===== config.mk =====
export PLATFORM = sky130hd
export DESIGN_NAME = oven_sequencer
export DESIGN_NICKNAME = d
export VERILOG_FILES = /design/src/rtl/oven_pkg.sv /design/src/rtl/oven_key_events.sv /design/src/rtl/oven_sequencer.sv
export SDC_FILE = /design/constraint.sdc
export NUM_CORES = 1
export LEC_CHECK = 0
export ABC_AREA = 1
export CELL_PAD_IN_SITES_DETAIL_PLACEMENT = 1
export CELL_PAD_IN_SITES_GLOBAL_PLACEMENT = 1
export CORE_ASPECT_RATIO = 0.75
export CORE_MARGIN = 8
export CORE_UTILIZATION = 35
export DETAILED_ROUTE_END_ITERATION = 16
export PLACE_DENSITY = 0.77
export SYNTH_ARGS = -nofsm -noshare
export SYNTH_HDL_FRONTEND = slang
export SYNTH_HIERARCHICAL = 1
export SYNTH_SLANG_ARGS = --single-unit

===== constraint.sdc =====
create_clock -name clk -period 3.88 [get_ports clk]
set_input_delay 0.776 -clock clk [delete_from_list [all_inputs] [get_ports clk]]
set_output_delay 0.776 -clock clk [all_outputs]
set_load 0.005 [all_outputs]

===== src/rtl/oven_pkg.sv =====
// Shared oven types: FSM state codes, key step tables and target limits.
// Imported by the sequencer, display and heat-control blocks.
package oven_pkg;

  typedef enum logic [2:0] {
    ST_OFF      = 3'd0,
    ST_SET_TEMP = 3'd1,
    ST_SET_TIME = 3'd2,
    ST_PREHEAT  = 3'd3,
    ST_COOK     = 3'd4,
    ST_DONE     = 3'd5
  } state_e;

  localparam int OVEN_DEFAULT_TEMP = 300;
  localparam int OVEN_MIN_TEMP     = 65;
  localparam int OVEN_MAX_TEMP     = 500;
  localparam int OVEN_MAX_TIME     = 1800;
  localparam int OVEN_BUZZ_SEC     = 5;

  localparam logic [8:0] TEMP_STEP [5] = '{9'd5, 9'd10, 9'd25, 9'd50, 9'd100};
  localparam logic [8:0] TIME_STEP [5] = '{9'd5, 9'd10, 9'd30, 9'd60, 9'd300};

  // Anything other than exactly one switch up selects a zero step.
  function automatic logic [8:0] step_lookup(input logic [4:0] sw, input logic is_time);
    logic [8:0] step;
    step = '0;
    for (int i = 0; i < 5; i++) begin
      if (sw == 5'(1 << i)) step = is_time ? TIME_STEP[i] : TEMP_STEP[i];
    end
    return step;
  endfunction

  function automatic logic signed [13:0] sat14(input logic signed [13:0] v,
                                               input logic signed [13:0] lo,
                                               input logic signed [13:0] hi);
    if (v < lo) return lo;
    if (v > hi) return hi;
    return v;
  endfunction

endpackage


===== src/rtl/oven_key_events.sv =====
// Key edge decoder: INC/DEC/CONFIRM single-cycle pulses from active-low key levels.
// Pulses are combinational off the current level and last cycle's history; no backpressure.
module oven_key_events (
  input  logic clk,
  input  logic rst,
  input  logic key0_i,
  input  logic key1_i,
  output logic inc_o,
  output logic dec_o,
  output logic confirm_o
);

  logic key0_q, key1_q;
  logic fall0, fall1;

  always_ff @(posedge clk) begin
    if (rst) begin
      key0_q <= 1'b1;
      key1_q <= 1'b1;
    end else begin
      key0_q <= key0_i;
      key1_q <= key1_i;
    end
  end

  assign fall0 = key0_q & ~key0_i;
  assign fall1 = key1_q & ~key1_i;

  // A fall with the other key down (already or simultaneously) is a chord, i.e. CONFIRM.
  assign inc_o     = fall1 & key0_i;
  assign dec_o     = fall0 & key1_i;
  assign confirm_o = (fall0 & ~key1_i) | (fall1 & ~key0_i);

endmodule


===== src/rtl/oven_sequencer.sv =====
// Oven entry/preheat/cook/done controller; all outputs registered, state visible one cycle after its cause.
// No backpressure: key events and ticks are single-cycle pulses consumed on arrival.
module oven_sequencer
  import oven_pkg::*;
#(
  parameter int DEFAULT_TEMP = OVEN_DEFAULT_TEMP,
  parameter int MIN_TEMP     = OVEN_MIN_TEMP,
  parameter int MAX_TEMP     = OVEN_MAX_TEMP,
  parameter int MAX_TIME     = OVEN_MAX_TIME,
  parameter int BUZZ_SEC     = OVEN_BUZZ_SEC
) (
  input  logic        clk,
  input  logic        rst,
  input  logic        pwr,
  input  logic        key0,
  input  logic        key1,
  input  logic [4:0]  sw,
  input  logic        tick_1hz,
  input  logic [9:0]  current_temp,
  output logic [9:0]  target_temp,
  output logic [12:0] target_time,
  output logic [12:0] remaining_time,
  output logic        heat_en,
  output logic [2:0]  state,
  output logic        done,
  output logic        buzzer
);

  state_e      state_q, state_d;
  logic [9:0]  temp_q, temp_d;
  logic [12:0] time_q, time_d;
  logic [12:0] rem_q, rem_d;
  logic        heat_q, heat_d;
  logic        done_q, done_d;
  logic        buzz_q, buzz_d;
  logic [7:0]  buzz_cnt_q, buzz_cnt_d;

  logic inc, dec, confirm;

  oven_key_events u_keys (
    .clk      (clk),
    .rst      (rst),
    .key0_i   (key0),
    .key1_i   (key1),
    .inc_o    (inc),
    .dec_o    (dec),
    .confirm_o(confirm)
  );

  logic signed [13:0] temp_step, time_step, temp_sum, time_sum, temp_sat, time_sat;

  always_comb begin
    temp_step = $signed({5'd0, step_lookup(sw, 1'b0)});
    time_step = $signed({5'd0, step_lookup(sw, 1'b1)});
    temp_sum  = $signed({4'd0, temp_q}) + (dec ? -temp_step : temp_step);
    time_sum  = $signed({1'b0, time_q}) + (dec ? -time_step : time_step);
    temp_sat  = sat14(temp_sum, 14'(MIN_TEMP), 14'(MAX_TEMP));
    time_sat  = sat14(time_sum, 14'sd0, 14'(MAX_TIME));
  end

  always_comb begin
    state_d    = state_q;
    temp_d     = temp_q;
    time_d     = time_q;
    rem_d      = rem_q;
    buzz_d     = buzz_q;
    buzz_cnt_d = buzz_cnt_q;

    if (!pwr) begin
      state_d    = ST_OFF;
      rem_d      = '0;
      buzz_d     = 1'b0;
      buzz_cnt_d = '0;
    end else begin
      unique case (state_q)
        ST_OFF: begin
          state_d = ST_SET_TEMP;
          temp_d  = 10'(DEFAULT_TEMP);
          time_d  = '0;
        end
        ST_SET_TEMP: begin
          if (confirm)         state_d = ST_SET_TIME;
          else if (inc || dec) temp_d  = temp_sat[9:0];
        end
        ST_SET_TIME: begin
          if (confirm) begin
            if (time_q != '0) state_d = ST_PREHEAT;
          end else if (inc || dec) begin
            time_d = time_sat[12:0];
          end
        end
        ST_PREHEAT: begin
          if (confirm) begin
            state_d = ST_SET_TEMP;
          end else if (current_temp >= temp_q) begin
            state_d = ST_COOK;
            rem_d   = time_q;
          end
        end
        ST_COOK: begin
          if (confirm) begin
            state_d = ST_SET_TEMP;
            rem_d   = '0;
          end else if (tick_1hz) begin
            if (rem_q <= 13'd1) begin
              rem_d      = '0;
              state_d    = ST_DONE;
              buzz_d     = 1'b1;
              buzz_cnt_d = '0;
            end else begin
              rem_d = rem_q - 13'd1;
            end
          end
        end
        ST_DONE: begin
          if (confirm) begin
            state_d = ST_SET_TEMP;
            buzz_d  = 1'b0;
          end else if (tick_1hz && buzz_q) begin
            // Silence on the BUZZ_SEC-th tick after entering DONE.
            buzz_cnt_d = buzz_cnt_q + 8'd1;
            if (buzz_cnt_q + 8'd1 >= 8'(BUZZ_SEC)) buzz_d = 1'b0;
          end
        end
        default: state_d = ST_OFF;
      endcase
    end

    heat_d = (state_d == ST_PREHEAT) || (state_d == ST_COOK);
    done_d = (state_d == ST_DONE);
  end

  always_ff @(posedge clk) begin
    if (rst) begin
      state_q    <= ST_OFF;
      temp_q     <= 10'(DEFAULT_TEMP);
      time_q     <= '0;
      rem_q      <= '0;
      heat_q     <= 1'b0;
      done_q     <= 1'b0;
      buzz_q     <= 1'b0;
      buzz_cnt_q <= '0;
    end else begin
      state_q    <= state_d;
      temp_q     <= temp_d;
      time_q     <= time_d;
      rem_q      <= rem_d;
      heat_q     <= heat_d;
      done_q     <= done_d;
      buzz_q     <= buzz_d;
      buzz_cnt_q <= buzz_cnt_d;
    end
  end

  assign state          = state_q;
  assign target_temp    = temp_q;
  assign target_time    = time_q;
  assign remaining_time = rem_q;
  assign heat_en        = heat_q;
  assign done           = done_q;
  assign buzzer         = buzz_q;

endmodule

**Word level (Yosys, flattened, before mapping)**

Cells that the tools add are included.

- Add/subtract/negate cells: 6
- Magnitude comparators: 7
- Eq/ne operators: 27
- Multiplexer cells: 60
- Bitwise gates (word level): 10
- Reduce and logical (&&, ||, !) cells: 15

Operator list:

| operator | count |
|---|---|
| 2-to-1 mux 13 bit | 11 |
| 2-to-1 mux 9 bit | 7 |
| 2-to-1 mux 10 bit | 6 |
| one-hot mux 13 bit (2 select lines) | 2 |
| 2-to-1 mux 8 bit | 5 |
| 2-to-1 mux 3 bit | 11 |
| 2-to-1 mux 14 bit | 2 |
| negator 9 -> 14 bit | 2 |
| != test 2 bit, second input constant | 11 |
| one-hot mux 10 bit (2 select lines) | 1 |
| one-hot mux 3 bit (6 select lines) | 1 |
| one-hot mux 8 bit (2 select lines) | 1 |
| adder 11 x 14 -> 14 bit | 1 |
| adder 14 bit | 1 |
| greater-than comparator 14 x 10 -> 1 bit, second input constant | 1 |
| greater-than comparator 14 x 12 -> 1 bit, second input constant | 1 |
| < comparator 14 x 1 -> 1 bit, second input constant | 1 |
| < comparator 14 x 8 -> 1 bit, second input constant | 1 |
| less-or-equal comparator 13 x 1 -> 1 bit, second input constant | 1 |
| nonzero test 13 bit | 1 |
| subtractor 13 x 1 -> 13 bit, second input constant | 1 |
| == test 3 bit, second input constant | 4 |
| 2-to-1 mux 1 bit | 12 |
| AND reduction 4 bit | 3 |
| 21 further kinds | 37 |

- Flip-flop bits (word level): 52
- Bits of input ports: 21
- Output and inout bits: 42

**Depth between registers and ports, before layout**

- Depth in word-level cells: 17
- Depth in mapped cells: 28
- Mapped depth without buffers: 28

**Hierarchy**

The synthesis kept the hierarchy.

Modules (own cells, without submodules):

| module | instances | cells each | area each (um2) | sequential area each (um2) |
|---|---|---|---|---|
| oven_sequencer | 1 | 748 | 4,718.3 | 1,001.0 |
| oven_key_events | 1 | 14 | 90.1 | 40.0 |

**Least setup slack after synthesis**

OpenSTA, ideal clock, no wires.

- Path kind: input -> register
- Start point: input port sw[1]
- End point: register time_q[5], in the netlist target_time[5]
- Library setup time: 71 ps
- Arrival: 3,549 ps
- Path slack: 260 ps
- Cell stages on the path: 20
- Path buffers: 0
- Cell sequence: nor2_2 nand3_1 nand2_1 inv_1 ha_1 or2_2 nand2_1 xor2_1 ha_1 a21oi_1 inv_1 nor2_1 nand2_1 nand3_1 nand3_1 xor2_1 nand3_2 nor2_2 nand3_1 a21oi_1

- Word-level cells in the longest chain between the ends: 17
- Elaborated cells between the ends (all ways): 24

RTL lines:

| item | RTL line | text |
|---|---|---|
| start: declaration | oven_sequencer.sv:17 | `input logic [4:0] sw,` |
| == test 5 x 1 -> 1 bit | oven_pkg.sv:28 | `if (sw == 5'(1 << i)) step = is_time ? TIME_STEP[i] : TEMP_STEP[i];` |
| 2-to-1 mux 3 bit | oven_pkg.sv:28 |  |
| 2-to-1 mux 9 bit (3 in series) | oven_pkg.sv:28 |  |
| 2-to-1 mux 9 bit * | oven_pkg.sv:28 |  |
| negator 9 -> 14 bit | oven_sequencer.sv:56 | `time_sum = $signed({1'b0, time_q}) + (dec ? -time_step : time_step);` |
| 2-to-1 mux 14 bit * | oven_sequencer.sv:56 |  |
| adder 14 bit * | oven_sequencer.sv:56 |  |
| greater-than comparator 14 x 12 -> 1 bit | oven_pkg.sv:37 | `if (v > hi) return hi;` |
| 2-to-1 mux 1 bit (2 in series) | oven_pkg.sv:37 |  |
| 2-to-1 mux 13 bit | oven_pkg.sv:38 | `return v;` |
| 2-to-1 mux 13 bit * | oven_pkg.sv:37 |  |
| 2-to-1 mux 13 bit * | oven_sequencer.sv:88 | `end else if (inc \|\| dec) begin` |
| 2-to-1 mux 13 bit * | oven_sequencer.sv:86 | `if (confirm) begin` |
| one-hot mux 13 bit (2 select lines) * | oven_sequencer.sv:75 | `unique case (state_q)` |
| end signal: assignment | oven_sequencer.sv:146 | `time_q <= time_d;` |
| end: declaration | oven_sequencer.sv:31 | `logic [12:0] time_q, time_d;` |

Every way passes the cells marked *; elsewhere a longest branch is shown, timed or not. The select of a mux whose other input is x is not followed.
A chain may end at the register's enable or synchronous reset.

**Worst setup path in the final report**

- Start point: input port sw[4]
- End point: register temp_q[7], in the netlist target_temp[7]

- Word-level cells in the longest chain between the ends: 17
- Elaborated cells between the ends (all ways): 24

RTL lines:

| item | RTL line | text |
|---|---|---|
| == test 5 x 1 -> 1 bit | oven_pkg.sv:28 |  |
| 2-to-1 mux 3 bit | oven_pkg.sv:28 |  |
| 2-to-1 mux 9 bit (3 in series) | oven_pkg.sv:28 |  |
| 2-to-1 mux 9 bit * | oven_pkg.sv:28 |  |
| negator 9 -> 14 bit | oven_sequencer.sv:55 | `temp_sum = $signed({4'd0, temp_q}) + (dec ? -temp_step : temp_step);` |
| 2-to-1 mux 14 bit * | oven_sequencer.sv:55 |  |
| adder 11 x 14 -> 14 bit * | oven_sequencer.sv:55 |  |
| greater-than comparator 14 x 10 -> 1 bit | oven_pkg.sv:37 |  |
| 2-to-1 mux 1 bit (2 in series) | oven_pkg.sv:37 |  |
| 2-to-1 mux 10 bit | oven_pkg.sv:38 |  |
| 2-to-1 mux 10 bit * | oven_pkg.sv:37 |  |
| 2-to-1 mux 10 bit * | oven_sequencer.sv:83 | `else if (inc \|\| dec) temp_d = temp_sat[9:0];` |
| 2-to-1 mux 10 bit * | oven_sequencer.sv:82 | `if (confirm) state_d = ST_SET_TIME;` |
| one-hot mux 10 bit (2 select lines) * | oven_sequencer.sv:75 |  |
| end signal: assignment | oven_sequencer.sv:136 | `temp_q <= 10'(DEFAULT_TEMP);` |
| end signal: assignment | oven_sequencer.sv:145 | `temp_q <= temp_d;` |
| end: declaration | oven_sequencer.sv:30 | `logic [9:0] temp_q, temp_d;` |

Marks and branches as above.

==> flow_metrics.tcl <==
set metrics [dict create \
    antenna_cells 0 \
    dieArea_um2 17800 \
    htree_levels 2 \
    maxUsedRoutingLayer "met4" \
    critPathArrivalTime_ns 4.17 \
    period_needed_ns 3.94 \
    hold_path.class "register to register" \
    outcome "finished, violations left" \
    max-slew-margin-rel_pct 58.8 \
    num-nets-final 981 \
    die_x_um 151 \
    setup_viol 2 \
    clock_skew_ns 0.00846 \
    end_kind "register" \
    synth_top_flop_cell "dfxtp_1" \
    slowest_delay_ns 0.36 \
    grt_pass1_wl_um 30800 \
    insertion_delay_ns 0.30 \
    syn_area_um2 4810 \
    synth_top_area_share_pct 21.6 \
    async_flop_share_pct 0 \
    clkTransAtPathRegs_ns 0.07 \
    worst_slack_ns -0.0629 \
    ys_warn_count 6 \
    cts_tree "yes" \
    dp_hpwl_um 14800 \
    area_growth_pct 48.6 \
    io_buffers 62 \
    ant_nets 0 \
    cap_violations 0 \
    final_hold_viol_count 0 \
    cp.required_ns 4.11 \
    slew_viol_final 0 \
    cp.buffers_inverters 8 \
    place_congestion 0.895 \
    core_area_um2 13600 \
    failed_checks "setup timing" \
    leakage_nw 3.33 \
    ys_types 48 \
    drt-met1-wl_um 8550 \
    period_share_pct 102 \
    fin_cells 1095 \
    syn-num-nets 824 \
    grt_max_degree 31 \
    vias 5748 \
    synth.most_common_cell "nand2_1" \
    netlist_top_cells_count "183 x nand2_1, 110 x inv_1, 89 x nor2_1" \
    power_mw 1.51 \
    wl_met3_um 768 \
    dr.pass1.iters 4 \
    clock_path_buffers 2 \
    dp.cells 1068 \
    drive_above_1_share_pct 28.9 \
    viasPerCell 5.25 \
    worst_pin_slew_ns 0.616 \
    drtIter0Drc 250 \
    crit_family "simple AND/OR/NAND/NOR gates" \
    synth-seq-area-share_pct 21.6 \
    fin_util_pct 52.7 \
    overflow 0 \
    synth_edf_count 0 \
    cp_slowest_cell "fa_2" \
    syn_inst 762 \
    grt_usage_pct 21.3 \
    pin_count 63 \
    crit_type "primary input to register" \
    avgRoutedWirePerCell_um 18.4 \
    rows 37 \
    syn_avg_cell_area_um2 6.31 \
    cts.root.buffer_cell "clkbuf_16" \
    ir_worst_vdd_mv 0.192 \
    grt_pass1_vias 6156 \
    drt_drc_violations_left 0 \
    synth.area.top_cells "dfxtp_1 22%, nand2_1 14%, ha_1 10%" \
    synth.largest_area_cell "dfxtp_1" \
    crit_fanout 8 \
    die_y_um 118 \
    drt_wl_total_um 20200 \
    p_per_area_nw_per_um2 212 \
    initial_core_util_pct 35.4 \
    antenna_found_initial 0 \
    wl_met2_um 10200 \
    cts_num_sinks 52 \
    numCtsBuffers 5 \
    synth_seq_cells 52 \
    fmaxAchievable_mhz 254 \
    final_area_um2 7140 \
    placed_cell_area_um2 6180 \
    critPathLaunchType "primary input" \
]
## through the flow
| stage | worst slack, ns | hold WS, ns | setup TNS, ns |
|---|---|---|---|
| floorplan | 0.260 | 0.448 | 0 |
| global placement | -0.466 | 0.462 | -7.33 |
| detailed placement | -0.703 | 0.479 | -12.63 |
| CTS | 0.109 | 0.490 | 0 |
| global route | -0.259 | 0.520 | -2.02 |
| finish | -0.0629 | 0.486 | -0.0767 |
## cell usage in the layout (no fill, tap or decap), types with 4 or more instances in the layout
master	n
nor2_4	8
o22ai_1	7
nor2_2	24
a21oi_2	9
clkbuf_16	5
inv_2	18
inv_1	105
nor3_1	11
o21ai_1	14
a211oi_1	6
o21ai_0	13
dfxtp_1	52
xnor2_1	5
nor4_1	4
nand3b_1	8
nand2_4	4
nand2_2	28
ha_4	11
buf_6	4
buf_4	96
nand3_4	5
nand3_2	12
nand3_1	30
nor3_2	4
o21ai_2	6
nor2_1	63
clkdlybuf4s50_1	56
a21oi_1	47
xor2_1	17
nand4_1	18
ha_1	27
clkbuf_2	4
nand2_1	151
## sequential cells by signal (all words and copies together), names as in the netlist
| register | flops |
|---|---|
| state | 3 |
| u_keys/key0_q | 1 |
| heat_en | 1 |
| target_temp | 10 |
| done | 1 |
| remaining_time | 13 |
| u_keys/key1_q | 1 |
| buzzer | 1 |
| buzz_cnt_q | 8 |
| target_time | 13 |
## final cells by class
class | instances | area (um^2)
Inverter | 126 | 475
Clock buffer | 6 | 129
Multi-Input combinational cell | 572 | 3870
Sequential cell | 52 | 1040
Timing Repair Buffer | 162 | 1370
Clock inverter | 2 | 38.8
Fill cell | 1731 | 6420
Tap cell | 175 | 219
## worst paths after layout
path / from / endpoint / slack, ns / cells past startpoint
worst max-delay path: sw[4] / target_temp[7] / -0.06 / 25
worst min-delay path: buzzer / buzzer / 0.49 / 2
worst max register to register: u_keys/key0_q / target_temp[7] / 0.64 / 23
worst min register to register: buzzer / buzzer / 0.49 / 2
## cells by family (layout without fill, tap and decap cells)
| family | Yosys count | in the layout | synth area share (%) |
|---|---|---|---|
| AND/OR/NAND/NOR | 377 | 377 | 35.0 |
| buffers and inverters | 138 | 296 | 11.6 |
| AO/OA/AOI/OAI | 124 | 124 | 15.4 |
| flip-flops | 52 | 52 | 21.6 |
| adder cells (fa/ha/maj) | 41 | 41 | 11.0 |
| XOR/XNOR | 30 | 30 | 5.46 |
## report_power, final
part / switching, mW / leakage [nW] / internal (mW)
combinational: 0.236 / 2.83 / 0.195
sequential: 0.0160 / 0.421 / 0.541
clock: 0.216 / 0.0815 / 0.308
## what timing repair did
item | 4_1_cts | 5_1_grt
hold buffers | 0 | 0
resized for setup | 82 | 87
setup buffers | 8 | 11
pin swaps | 31 | 46
endpoints found under the hold margin | 0 | 0
setup endpoints to repair | 20 | 20
## per-layer routing
layer  GRT usage (%)  vias up
li1                -     2791
met1            25.2     2771
met2            37.5      136
met3            3.34       50
met4            7.59        0
met5               0        -
## worst register-to-register path: stages, from the launching register on
cell	delay (ns)
dfxtp_1	0.36
nand2_1	0.07
nor2_2	0.18
inv_2	0.10
buf_4	0.17
nor2_2	0.12
xnor2_1	0.12
inv_1	0.11
ha_4	0.28
buf_4	0.15
nand3_2	0.08
nand3_2	0.11
nand2_2	0.10
nand2_1	0.08
nand2_2	0.09
nand2_1	0.10
nor2_1	0.17
nand3_1	0.13
nand3_4	0.12
nand3_4	0.13
buf_6	0.15
nand2_1	0.06
nand2_1	0.05
a21oi_1	0.15
Power figures use the tool's default switching activity.
